## src/rtl/des128_pkg.sv

```systemverilog
// Shared types and constants for the 128-bit DES key scheduler.
// Optional feature macro used by this slice: DES128_DECRYPT_EN.
package des128_pkg;

  localparam int HALF_W = 56;
  localparam int ROUNDS = 16;
  localparam int RND_W  = $clog2(ROUNDS);

  typedef enum logic {
    IDLE,
    EMIT
  } state_t;

  // Encodings chosen so the rotator can decode the amount directly.
  typedef enum logic [1:0] {
    ROT_1  = 2'd1,
    ROT_2  = 2'd2,
    ROT_28 = 2'd3
  } rot_amt_t;

  // Index 0 holds the shift applied to form round 1.
  localparam rot_amt_t SHIFT_SCHED [ROUNDS] = '{
    ROT_1, ROT_1, ROT_2, ROT_2, ROT_2, ROT_2, ROT_2, ROT_2,
    ROT_1, ROT_2, ROT_2, ROT_2, ROT_2, ROT_2, ROT_2, ROT_1
  };

endpackage

```

## src/rtl/des128_key_scheduler_if.sv

```systemverilog
// Key-in and round-state-out handshake bundle for des128_key_scheduler.
interface des128_key_scheduler_if;
  import des128_pkg::*;

  logic              key_valid;
  logic              key_ready;
  logic [HALF_W-1:0] C0_in;
  logic [HALF_W-1:0] D0_in;
  logic              mode_dec;
  logic              rk_valid;
  logic              rk_ready;
  logic [HALF_W-1:0] rk_C;
  logic [HALF_W-1:0] rk_D;
  logic [RND_W-1:0]  rk_round;
  logic              rk_last;

  modport master (
    output key_valid, C0_in, D0_in, mode_dec, rk_ready,
    input  key_ready, rk_valid, rk_C, rk_D, rk_round, rk_last
  );

  modport slave (
    input  key_valid, C0_in, D0_in, mode_dec, rk_ready,
    output key_ready, rk_valid, rk_C, rk_D, rk_round, rk_last
  );

endinterface

```

## src/rtl/des128_half_rotator.sv

```systemverilog
// Rotates one 56-bit key half by 1, 2 or 28 positions.
// Right rotation exists only when DES128_DECRYPT_EN is defined.
module des128_half_rotator
  import des128_pkg::*;
(
  input  logic [HALF_W-1:0] din,
  input  rot_amt_t          amt,
`ifdef DES128_DECRYPT_EN
  input  logic              dir_right,
`endif
  output logic [HALF_W-1:0] dout
);

  localparam int HALF = HALF_W / 2;

  // A rotate by half the width is direction-independent.
  always_comb begin
    dout = din;
`ifdef DES128_DECRYPT_EN
    if (dir_right) begin
      case (amt)
        ROT_1:   dout = {din[0], din[HALF_W-1:1]};
        ROT_2:   dout = {din[1:0], din[HALF_W-1:2]};
        ROT_28:  dout = {din[HALF-1:0], din[HALF_W-1:HALF]};
        default: dout = din;
      endcase
    end else begin
      case (amt)
        ROT_1:   dout = {din[HALF_W-2:0], din[HALF_W-1]};
        ROT_2:   dout = {din[HALF_W-3:0], din[HALF_W-1:HALF_W-2]};
        ROT_28:  dout = {din[HALF-1:0], din[HALF_W-1:HALF]};
        default: dout = din;
      endcase
    end
`else
    case (amt)
      ROT_1:   dout = {din[HALF_W-2:0], din[HALF_W-1]};
      ROT_2:   dout = {din[HALF_W-3:0], din[HALF_W-1:HALF_W-2]};
      ROT_28:  dout = {din[HALF-1:0], din[HALF_W-1:HALF]};
      default: dout = din;
    endcase
`endif
  end

endmodule

```

## src/rtl/des128_key_scheduler.sv

```systemverilog
// Walks C/D through the 16-round DES key schedule, one round state per handshake.
// DES128_DECRYPT_EN enables the reverse (decrypt) ordering selected by mode_dec.
module des128_key_scheduler
  import des128_pkg::*;
(
  input logic                   Clk,
  input logic                   Reset,
  input logic                   flush,
  des128_key_scheduler_if.slave bus
);

  localparam logic [RND_W-1:0] LAST_ROUND = RND_W'(ROUNDS - 1);

  state_t            state, state_next;
  logic [HALF_W-1:0] c_q, d_q;
  logic [HALF_W-1:0] c_src, d_src;
  logic [HALF_W-1:0] c_rot, d_rot;
  logic [RND_W-1:0]  round_q;
  logic              mode_q;
  logic              load;
  logic              accept;
  logic              advance;
  logic              emitting;
  rot_amt_t          rot_amt;

  assign emitting      = (state == EMIT);
  assign bus.key_ready = (state == IDLE) & ~flush & ~Reset;
  assign accept        = bus.key_valid & bus.key_ready;
  assign advance       = emitting & bus.rk_ready & ~flush;

  assign bus.rk_valid  = emitting;
  assign bus.rk_C      = c_q;
  assign bus.rk_D      = d_q;
  assign bus.rk_round  = round_q;
  assign bus.rk_last   = emitting & (round_q == LAST_ROUND);

`ifdef DES128_DECRYPT_EN
  logic rot_right;

  // Direction is latched with the key so mid-schedule mode_dec changes are ignored.
  always_ff @(posedge Clk) begin
    if (Reset)       mode_q <= 1'b0;
    else if (accept) mode_q <= bus.mode_dec;
  end
`else
  assign mode_q = 1'b0;
`endif

  // Decrypt starts from C16/D16 (a 28-bit rotate) and then walks the schedule backwards.
  always_comb begin
    state_next = state;
    load       = 1'b0;
    c_src      = bus.C0_in;
    d_src      = bus.D0_in;
    rot_amt    = SHIFT_SCHED[0];
`ifdef DES128_DECRYPT_EN
    rot_right  = 1'b0;
`endif
    case (state)
      IDLE: begin
        if (accept) begin
          state_next = EMIT;
          load       = 1'b1;
`ifdef DES128_DECRYPT_EN
          if (bus.mode_dec) rot_amt = ROT_28;
`endif
        end
      end
      EMIT: begin
        c_src   = c_q;
        d_src   = d_q;
        rot_amt = SHIFT_SCHED[round_q + RND_W'(1)];
`ifdef DES128_DECRYPT_EN
        if (mode_q) begin
          rot_amt   = SHIFT_SCHED[LAST_ROUND - round_q];
          rot_right = 1'b1;
        end
`endif
        if (advance) begin
          if (round_q == LAST_ROUND) state_next = IDLE;
          else                       load       = 1'b1;
        end
      end
      default: state_next = IDLE;
    endcase
    if (flush) begin
      state_next = IDLE;
      load       = 1'b0;
    end
  end

  always_ff @(posedge Clk) begin
    if (Reset) begin
      state   <= IDLE;
      c_q     <= '0;
      d_q     <= '0;
      round_q <= '0;
    end else begin
      state <= state_next;
      if (flush) begin
        round_q <= '0;
      end else if (load) begin
        c_q     <= c_rot;
        d_q     <= d_rot;
        round_q <= (state == IDLE) ? '0 : round_q + RND_W'(1);
      end else if (advance) begin
        round_q <= '0;
      end
    end
  end

  des128_half_rotator u_rot_c (
    .din       (c_src),
    .amt       (rot_amt),
`ifdef DES128_DECRYPT_EN
    .dir_right (rot_right),
`endif
    .dout      (c_rot)
  );

  des128_half_rotator u_rot_d (
    .din       (d_src),
    .amt       (rot_amt),
`ifdef DES128_DECRYPT_EN
    .dir_right (rot_right),
`endif
    .dout      (d_rot)
  );

endmodule

```

## src/flat_wrapper.sv

```systemverilog
// flat-port wrapper written by rule: the top's interface ports become plain ports
module des128_key_scheduler_flat import des128_pkg::*;
  (Clk, Reset, flush, bus_key_valid, bus_C0_in, bus_D0_in, bus_mode_dec, bus_rk_ready, bus_key_ready, bus_rk_valid, bus_rk_C, bus_rk_D, bus_rk_round, bus_rk_last);
  des128_key_scheduler_if bus_i ();
  input logic Clk;
  input logic Reset;
  input logic flush;
  input wire logic [$bits(bus_i.key_valid)-1:0] bus_key_valid;
  input wire logic [$bits(bus_i.C0_in)-1:0] bus_C0_in;
  input wire logic [$bits(bus_i.D0_in)-1:0] bus_D0_in;
  input wire logic [$bits(bus_i.mode_dec)-1:0] bus_mode_dec;
  input wire logic [$bits(bus_i.rk_ready)-1:0] bus_rk_ready;
  output wire logic [$bits(bus_i.key_ready)-1:0] bus_key_ready;
  output wire logic [$bits(bus_i.rk_valid)-1:0] bus_rk_valid;
  output wire logic [$bits(bus_i.rk_C)-1:0] bus_rk_C;
  output wire logic [$bits(bus_i.rk_D)-1:0] bus_rk_D;
  output wire logic [$bits(bus_i.rk_round)-1:0] bus_rk_round;
  output wire logic [$bits(bus_i.rk_last)-1:0] bus_rk_last;
  assign bus_i.key_valid = bus_key_valid;
  assign bus_i.C0_in = bus_C0_in;
  assign bus_i.D0_in = bus_D0_in;
  assign bus_i.mode_dec = bus_mode_dec;
  assign bus_i.rk_ready = bus_rk_ready;
  assign bus_key_ready = bus_i.key_ready;
  assign bus_rk_valid = bus_i.rk_valid;
  assign bus_rk_C = bus_i.rk_C;
  assign bus_rk_D = bus_i.rk_D;
  assign bus_rk_round = bus_i.rk_round;
  assign bus_rk_last = bus_i.rk_last;
  des128_key_scheduler u_core (.Clk(Clk), .Reset(Reset), .flush(flush), .bus(bus_i));
endmodule
```

## config.mk

```make
export PLATFORM = sky130hd
export DESIGN_NAME = des128_key_scheduler_flat
export DESIGN_NICKNAME = d
export VERILOG_FILES = /design/src/rtl/des128_pkg.sv /design/src/rtl/des128_key_scheduler_if.sv /design/src/rtl/des128_half_rotator.sv /design/src/rtl/des128_key_scheduler.sv /design/src/flat_wrapper.sv
export SDC_FILE = /design/constraint.sdc
export NUM_CORES = 1
export LEC_CHECK = 0
export ABC_CLOCK_PERIOD_IN_PS = 4010
export BUFFER_PORTS_ARGS = -buffer_cell sky130_fd_sc_hd__clkbuf_2
export CAP_MARGIN = 20
export CORE_ASPECT_RATIO = 1.4
export CORE_MARGIN = 2
export CORE_UTILIZATION = 56
export DETAILED_ROUTE_END_ITERATION = 10
export GPL_TIMING_DRIVEN = 0
export HOLD_SLACK_MARGIN = 0.15
export PLACE_DENSITY_LB_ADDON = 0.12
export SYNTH_ARGS = -nofsm -noshare
export SYNTH_HDL_FRONTEND = slang
export SYNTH_SLANG_ARGS = --single-unit
```

## constraint.sdc

```tcl
create_clock -name Clk -period 4.01 [get_ports Clk]
set_input_delay 1.203 -clock Clk [delete_from_list [all_inputs] [get_ports Clk]]
set_output_delay 1.203 -clock Clk [all_outputs]
set_load 0.05 [all_outputs]
```

Word level (Yosys, flattened, before mapping) --
Memories as Yosys holds them, arrays and structs flattened. Index checks and enable logic that the tools add are counted.
Cells by class: $add $sub $neg 1, magnitude comparators 1, equal/unequal tests 4, mux-type cells 17, bitwise logic cells 10, reduce and logical (&&, ||, !) cells 3
Operator list (count):
- one-hot mux 56 bit (3 select lines) | 2
- 2-to-1 mux 56 bit | 2
- 2-to-1 mux 4 bit | 3
- bitwise AND 1 bit | 6
- 2-to-1 mux 2 bit | 3
- greater-or-equal comparator 5 bit, second input constant | 1
- 2-to-1 mux 1 bit | 5
- inverter 4 -> 5 bit | 1
- adder 4 x 1 -> 4 bit, second input constant | 1
- == test 2 bit, second input constant | 2
- == test 4 bit, second input constant | 1
- one-hot mux 1 bit (2 select lines) | 2
- inverter 1 bit | 3
- == test 2 x 1 -> 1 bit, second input constant | 1
- AND reduction 2 bit | 1
- nonzero test 2 bit | 1
- OR reduction 2 bit | 1
Storage, ports and cells: flip-flop bits (word level) 117, ROM bits 32, bits of input ports 118, output and inout bits 119, word-level logic and storage cells 41, memories 1
Memory list:
- (name not given) | words 16, width 2, rd ports 1, clocked after memory_dff 0, write ports 0, line des128_key_scheduler.sv:72 | rot_amt = SHIFT_SCHED[round_q + RND_W'(1)];

Logic depth before layout (Yosys ltp) --
Gate-level depths: netlist (run 1).
word-level depth 8, mapped depth 7, mapped depth without buffers 5

By module --
Synthesis (run 1) repeated with hierarchy kept, for this count alone.
Unflattened totals: cell total of the unflattened synthesis 790, area, all modules 8251.7 µm²
By module, submodules not included:
- des128_key_scheduler | times used 1, cells an instance 654, area an instance 5546.6 µm², sequential area each 2342.2 µm²
- des128_half_rotator | times used 2, cells an instance 68, area an instance 1352.5 µm², sequential area each 0.0 µm²

Worst setup path after synthesis (run 1) --
No wires, ideal clock.
path type input to output, start in flush, end out bus_key_ready, arrival 2.292 ns, required time 2.807 ns, path slack 0.515 ns, stages 3, cell sequence or2_2 clkbuf_1 nor2_1
Between the ends: word-level cells in the longest chain between the ends 3
RTL lines:
- start, declared | line flat_wrapper.sv:7 | input logic flush;
- inverter 1 bit | line des128_key_scheduler.sv:27 | assign bus.key_ready = (state == IDLE) & ~flush & ~Reset;
- bitwise AND 1 bit (2 in a row) | line des128_key_scheduler.sv:27
- end, declared | line flat_wrapper.sv:13 | output wire logic [$bits(bus_i.key_ready)-1:0] bus_key_ready;
Every way passes these cells.

Worst setup path in the final report (run 1) --
start reg u_core.state (netlist: u_core.bus.rk_valid), end out bus_key_ready
Between the ends: word-level cells in the longest chain between the ends 3
RTL lines:
- start, declared | line des128_key_scheduler.sv:14 | state_t state, state_next;
- start signal, assigned | line des128_key_scheduler.sv:99 | state <= state_next;
- inverter 1 bit | line des128_key_scheduler.sv:27
- bitwise AND 1 bit (2 in a row) | line des128_key_scheduler.sv:27
Every way passes these cells.

==> qor.yml, run 1 <==
slew_headroom_pct: 38.0
setup_tns_ns: 0
dp_hpwl_mm: 17.8
synthCells: 955
start_kind: "flop"
ys_warn_count: 0
synth_seq_cells: 117
clkTransAtPathRegs_ns: 0.06
antenna_found_initial: 0
die_y_um: 138
routedWlPerCell_um: 18.3
worstPathRequired_ns: 2.81
drtIter0Drc: 777
area_growth_pct: 26.7
cp_slowest_cell: "clkbuf_1"
fill_cells: 1144
rsz0062_at_grt: "no"
routed.top_layer: "met4"
grt_max_degree: 17
postCtsSetupBuffers: 0
synth_top_area_share_pct: 32.5
wl_mm: 25.1
cts_tree: "yes"
grt.overflow.total: 0
setup-violations-final: 0
postSynthAreaPerCell_um2: 7.55
slowest_delay_ns: 0.51
grt_usage_pct: 34.7
vias: 8927
worst_hold_path_type: "reg2reg"
cts_root_buf: "clkbuf_16"
powerDensity_nw_per_um2: 388
ys_seq_area_share_pct: 32.5
synth_top_area_cell: "dfxtp_1"
wl_met3_mm: 2.58
die_w_um: 99.9
fin_skew_ns: 0.00890
status: "complete, no violations"
clock-sinks: 117
antenna_cells: 0
report.final.slew_viol_count: 0
nNetsFinal: 1328
period_share_pct: 84.9
leakagePower_nw: 3.69
port-buffer-count: 235
cts_resized: 0
synth_cell_types: 35
fin_area_um2: 9130
netlist_area_um2: 7210
critical_path_class: "reg2out"
cp_max_fo: 10
synth.area.top_cells: "dfxtp_1 (32%), o32ai_1 (10%), a31oi_1 (9.8%)"
vdd_drop_max_mv: 0.304
max_freq_mhz: 294
grt_pass1_wl_mm: 39.4
fin_crit_ns: 3.40
clk_path_buf_depth: 2
placed_area_um2: 8580
gp_congestion: 0.945
hold_viol_final: 0
fp.coreArea_um2: 12700
rows: 49
numCtsBuffers: 17
ios: 237
critPathLaunch: "u_core.bus.rk_valid$_SDFF_PP0_"
min-delay-start: "u_core.bus.rk_D[31]$_SDFFE_PP0P_"
crit_arrival_ns: 2.20
crit_top_cell: "clkbuf_1"
wl_met2_mm: 12.1
remaining_drc_errors: 0
firstDrtPassIters: 7
drt-met1-wl_mm: 9.17
start_util_pct: 56.8
syn_nets: 1074
via_per_inst: 6.49
insertion_delay_ns: 0.43
htreeDepth: 4
ctsHoldBuffers: 0
crit_chain: "buf_2, clkbuf_1, clkbuf_1, nor2_1, clkbuf_2"
tightest_slew_ns: 0.930
drive_gt1_share_pct: 29.7
grt_pass1_vias: 8246
drv_cap: 0
end_kind: "primary output"
dieArea_um2: 13800
ant_nets: 0
timing.rr.start: "u_core.bus.rk_valid$_SDFF_PP0_"
## stage by stage
| step | instances | total power, mW | util (%) | hold slack (ns) | worst slack, ns |
|---|---|---|---|---|---|
| floorplan | 955 | 1.90 | - | 0.718 | 0.515 |
| detailed placement | 1343 | 2.13 | 67.6 | 0.490 | 0.622 |
| finish | 1375 | 3.55 | 72.0 | 0.501 | 0.605 |
| global route | 1375 | 3.66 | 72.0 | 0.521 | 0.460 |
| CTS | 1375 | 3.54 | 72.0 | 0.501 | 0.622 |
| global placement | 1343 | 2.12 | 67.6 | 0.485 | 0.619 |
## cells by family (layout without fill, tap and decap cells)
kind of cell	count (synthesis)	count (layout)	synth area share, %
AO/OA/AOI/OAI	351	351	35.9
adder cells (fa/ha/maj)	1	1	0.174
buffers and inverters	239	506	14.1
flip-flops	117	117	32.5
multiplexers	1	1	0.139
AND/OR/NAND/NOR	246	246	17.2
## metal layers
metal	GRT usage [%]	vias up
met1	41.1	4065
met2	57.3	615
met4	18.6	0
met3	8.29	123
li1	-	4124
met5	0	-
## area by class of cell
class,instances,area (um^2),area share (%)
Inverter,115,432,4.73
Multi-Input combinational cell,599,3850,42.2
Sequential cell,117,2340,25.7
Buffer,124,586,6.41
Timing Repair Buffer,235,1180,12.9
Tap cell,153,191,2.10
Clock inverter,13,101,1.11
Clock buffer,19,453,4.96
## cell usage in the layout (no fill, tap or decap), types with 2 or more instances in the layout
master / netlist / routed
clkbuf_2: 1 / 236
nor2_1: 118 / 118
dfxtp_1: 117 / 117
inv_1: 115 / 115
a21oi_1: 114 / 114
nor4_1: 113 / 113
a31oi_1: 113 / 113
o32ai_1: 82 / 82
clkbuf_1: 58 / 58
buf_2: 50 / 50
o32ai_2: 30 / 30
clkbuf_16: 0 / 17
buf_4: 7 / 7
clkinvlp_4: 0 / 7
nand3_1: 4 / 4
buf_1: 4 / 4
buf_6: 4 / 4
nand2_1: 3 / 3
inv_6: 0 / 3
nor2b_1: 2 / 2
nand2b_1: 2 / 2
a21o_1: 2 / 2
clkbuf_8: 0 / 2
clkinv_4: 0 / 2
## path summary, 6_finish.rpt
kind | to | slack (ns) | cells past startpoint
min | u_core.bus.rk_D[31]$_SDFFE_PP0P_ | 0.50 | 2
max | bus_key_ready | 0.61 | 5
max reg2reg | u_core.bus.rk_C[54]$_SDFFE_PP0P_ | 1.36 | 7
min reg2reg | u_core.bus.rk_D[31]$_SDFFE_PP0P_ | 0.50 | 2
## state kept, by name, indices dropped and copies added, names as in the netlist
signal and flops:
u_core.bus.rk_C 56, u_core.bus.rk_valid 1, u_core.bus.rk_round 4, u_core.bus.rk_D 56
## worst max-delay path, delay by kind of cell, from the launching register on
kind,cells,cell delay [ns]
buf+inv,4,1.36
flops,1,0.32
simple gates,1,0.10
## cell usage after synthesis (all sizes together)
cell,n
inv,115
a31oi,113
clkbuf,59
dfxtp,117
or3b,1
mux2i,1
a21o,2
a41oi,1
nor4,113
o21ai,1
o211ai,1
o32ai,112
or2,1
nand2,3
nand2b,2
nor2,118
and4,1
o211a,1
ha,1
a21oi,114
o22ai,1
a211o,1
nor4b,1
nor2b,2
o21bai,1
buf,65
a22oi,1
a211oi,2
nand3,4
## report_power, final
part | switching [mW] | internal (mW) | leakage (nW)
clock network | 0.604 | 0.826 | 0.251
logic | 0.558 | 0.250 | 2.49
registers | 0.0685 | 1.24 | 0.957
total | 1.23 | 2.32 | 3.69
(Power assumes the default switching activity.)
==> run 2, diff against run 1 <==
--- a/config.mk
+++ b/config.mk
@@ -5,12 +5,12 @@
 export SDC_FILE = /design/constraint.sdc
 export NUM_CORES = 1
 export LEC_CHECK = 0
-export ABC_CLOCK_PERIOD_IN_PS = 4010
+export ABC_CLOCK_PERIOD_IN_PS = 3500
 export BUFFER_PORTS_ARGS = -buffer_cell sky130_fd_sc_hd__clkbuf_2
 export CAP_MARGIN = 20
 export CORE_ASPECT_RATIO = 1.4
 export CORE_MARGIN = 2
-export CORE_UTILIZATION = 56
+export CORE_UTILIZATION = 52
 export DETAILED_ROUTE_END_ITERATION = 10
 export GPL_TIMING_DRIVEN = 0
 export HOLD_SLACK_MARGIN = 0.15
==> constraint.sdc (replaced) <==
create_clock -name Clk -period 3.5 [get_ports Clk]
set_input_delay 1.05 -clock Clk [delete_from_list [all_inputs] [get_ports Clk]]
set_output_delay 1.05 -clock Clk [all_outputs]
set_load 0.05 [all_outputs]
==> run 2 against run 1 <==
Against the previous run:
- flip-flop and latch count is the same
- via count shrank 1.1%
- die area grew 7.4%
- hold slack gained 0.0038 ns
- core utilization shrank 3.7 points
- register-to-register slack lost 0.46 ns
- critical path type unchanged
- non-clock buffer count is the same
- setup slack lost 0.31 ns
- largest cell class unchanged
- cell count grew 2.0%
- critical endpoint unchanged
- combinational power grew 14%
- sequential share of layout area shrank 0.13 points
- sequential power grew 15%
==> qor.yml, run 2 (synthesis results as in run 1) <==
drive_gt1_share_pct: 29.4  # -0.28 points
wl_met3_mm: 2.21  # -15%
ctsHoldBuffers: 0  # unchanged
fp.coreArea_um2: 13500  # +6.0%
routedWlPerCell_um: 18.2  # -0.62%
via_per_inst: 6.30  # -3.0%
tightest_slew_ns: 0.849  # -0.0810 ns
antenna_cells: 0  # unchanged
grt_pass1_wl_mm: 40.4  # +2.6%
htreeDepth: 4  # unchanged
routed.top_layer: "met4"
timing.rr.start: "u_core.bus.rk_valid$_SDFF_PP0_"
fin_skew_ns: 0.0106  # +0.00169 ns
fin_util_pct: 68.2  # -3.7 points
area_growth_pct: 27.3
fin_crit_ns: 3.20
combPwrFrac_pct: 22.3  # -0.5 points
start_util_pct: 53.6  # -3.2 points
p_total_mw: 4.14  # +17%
vias: 8832  # -1.1%
drv_cap: 0  # unchanged
grt_pass1_vias: 8430  # +2.2%
ios: 237  # unchanged
rows: 50  # +2.0%
crit_top_cell: "clkbuf_1"
gp_congestion: 0.948  # +0.30%
dieArea_um2: 14800  # +7.4%
nNetsFinal: 1328  # unchanged
vdd_drop_max_mv: 0.316  # +4.0%
path_buf_inv: 4  # unchanged
antenna_found_initial: 0  # unchanged
firstDrtPassIters: 8  # +1
final_cell_mix: "clkbuf_2 (236), nor2_1 (118), dfxtp_1 (117)"
die_w_um: 104  # +3.6%
fill_cells: 1227  # +7.3%
leakagePower_nw: 3.71  # +0.44%
wl_met2_mm: 12.0  # -0.79%
postCtsSetupBuffers: 0  # unchanged
port-buffer-count: 235  # unchanged
die_y_um: 143  # +3.7%
cts_resized: 0  # unchanged
end_kind: "primary output"
ff_latch_area_um2: 2340  # unchanged
cp_slowest_cell: "clkbuf_1"
clock-sinks: 117  # unchanged
critical_path_class: "reg2out"
rsz0062_at_grt: "no"
report.final.slew_viol_count: 0  # unchanged
min-delay-start: "u_core.bus.rk_C[32]$_SDFFE_PP0P_"
clk_path_buf_depth: 2  # unchanged
numCtsBuffers: 17  # unchanged
power_frac_seq_pct: 36.2  # -0.7 points
remaining_drc_errors: 0  # unchanged
drtIter0Drc: 769  # -1.0%
clkPwrFrac_pct: 41.4  # +1.1 points
crit_arrival_ns: 2.15  # -0.05 ns
slowest_delay_ns: 0.49  # -0.02 ns
slew_headroom_pct: 43.4  # +5.4 points
dp_hpwl_mm: 17.9  # +1.1%
worst_hold_path_type: "reg2reg"
ant_nets: 0  # unchanged
multi_input_area_um2: 3850  # unchanged
grt_max_degree: 17  # unchanged
cts_tree: "yes"
critPathLaunch: "u_core.bus.rk_valid$_SDFF_PP0_"
drt-met1-wl_mm: 9.97  # +8.8%
intPower_mw: 2.78  # +20%
grt_usage_pct: 33.0  # -1.7 points
p_sw_share_pct: 32.8  # -1.9 points
grt.overflow.total: 0  # unchanged
hold_viol_final: 0  # unchanged
cts_root_buf: "clkbuf_16"
period_share_pct: 91.5
start_kind: "flop"
status: "complete, no violations"
switchingPower_mw: 1.36  # +10%
cpLargestDelayFamily: "buffers and inverters"
max_freq_mhz: 312
insertion_delay_ns: 0.42  # about the same
layout_commonest_cell: "clkbuf_2"
cp_max_fo: 10  # unchanged
wl_mm: 25.5  # +1.3%
setup_tns_ns: 0  # unchanged
crit_chain: "buf_2, clkbuf_1, clkbuf_1, nor2_1, clkbuf_2"
powerDensity_nw_per_um2: 451  # +16%
clkTransAtPathRegs_ns: 0.06  # about the same
setup-violations-final: 0  # unchanged
worstPathRequired_ns: 2.45  # -0.36 ns
==> run 2: cell count changes in the layout (fill, tap and decap cells not counted), sizes merged <==
| cell | previous run | this run |
|---|---|---|
| clkinvlp | 7 | 4 |
| clkbuf | 313 | 315 |
| inv | 118 | 115 |
| bufinv | 0 | 2 |
==> run 2: area by class of cell <==
cell class                 instances  share of cell area (%)
clock inverter                     9                    1.15
sequential                       117                    25.5
buffer                           124                    6.38
clock buffer                      21                    5.02
timing repair buffer             235                    12.8
multi-input combinational        599                    41.9
tap                              182                    2.48
inverter                         115                    4.70
==> run 2: worst register-to-register path, stage by stage, from the launching register on <==
cell and delay, ns:
dfxtp_1 0.32, buf_2 0.16, clkbuf_1 0.66, buf_2 0.38, buf_1 0.45, a21oi_1 0.17
a31oi_1 0.22, o32ai_2 0.11
==> run 2: path summary, 6_finish.rpt <==
check	end	slack, ns	cells after the start
max	bus_key_ready	0.30	5
min	u_core.bus.rk_C[32]$_SDFFE_PP0P_	0.50	2
max reg2reg	u_core.bus.rk_C[53]$_SDFFE_PP0P_	0.90	7
min reg2reg	u_core.bus.rk_C[32]$_SDFFE_PP0P_	0.50	2
==> run 2: layer usage <==
metal	up-vias	track usage [%]
met5	-	0
met3	104	7.89
met2	536	54.4
met1	4066	39.6
met4	0	18.9
li1	4126	-
==> run 2: per-stage QoR <==
step / area [um^2] / worst slack [ns] / cells / hold WS (ns)
after global placement: 8610 / 0.411 / 1372 / 0.483
after floorplan: 7210 / 0.311 / 955 / 0.718
after CTS: 9180 / 0.300 / 1402 / 0.501
final: 9180 / 0.298 / 1402 / 0.505
after global routing: 9180 / 0.216 / 1402 / 0.519
after detailed placement: 8610 / 0.406 / 1372 / 0.491
==> run 2: power by group through the flow <==
stage | clock (mW) | combinational, mW | sequential [mW]
final | 1.71 | 0.924 | 1.50
after global routing | 1.78 | 0.987 | 1.51
after floorplan | 0 | 0.372 | 1.81
after CTS | 1.72 | 0.918 | 1.50
after global placement | 0 | 0.907 | 1.52
after detailed placement | 0 | 0.914 | 1.52
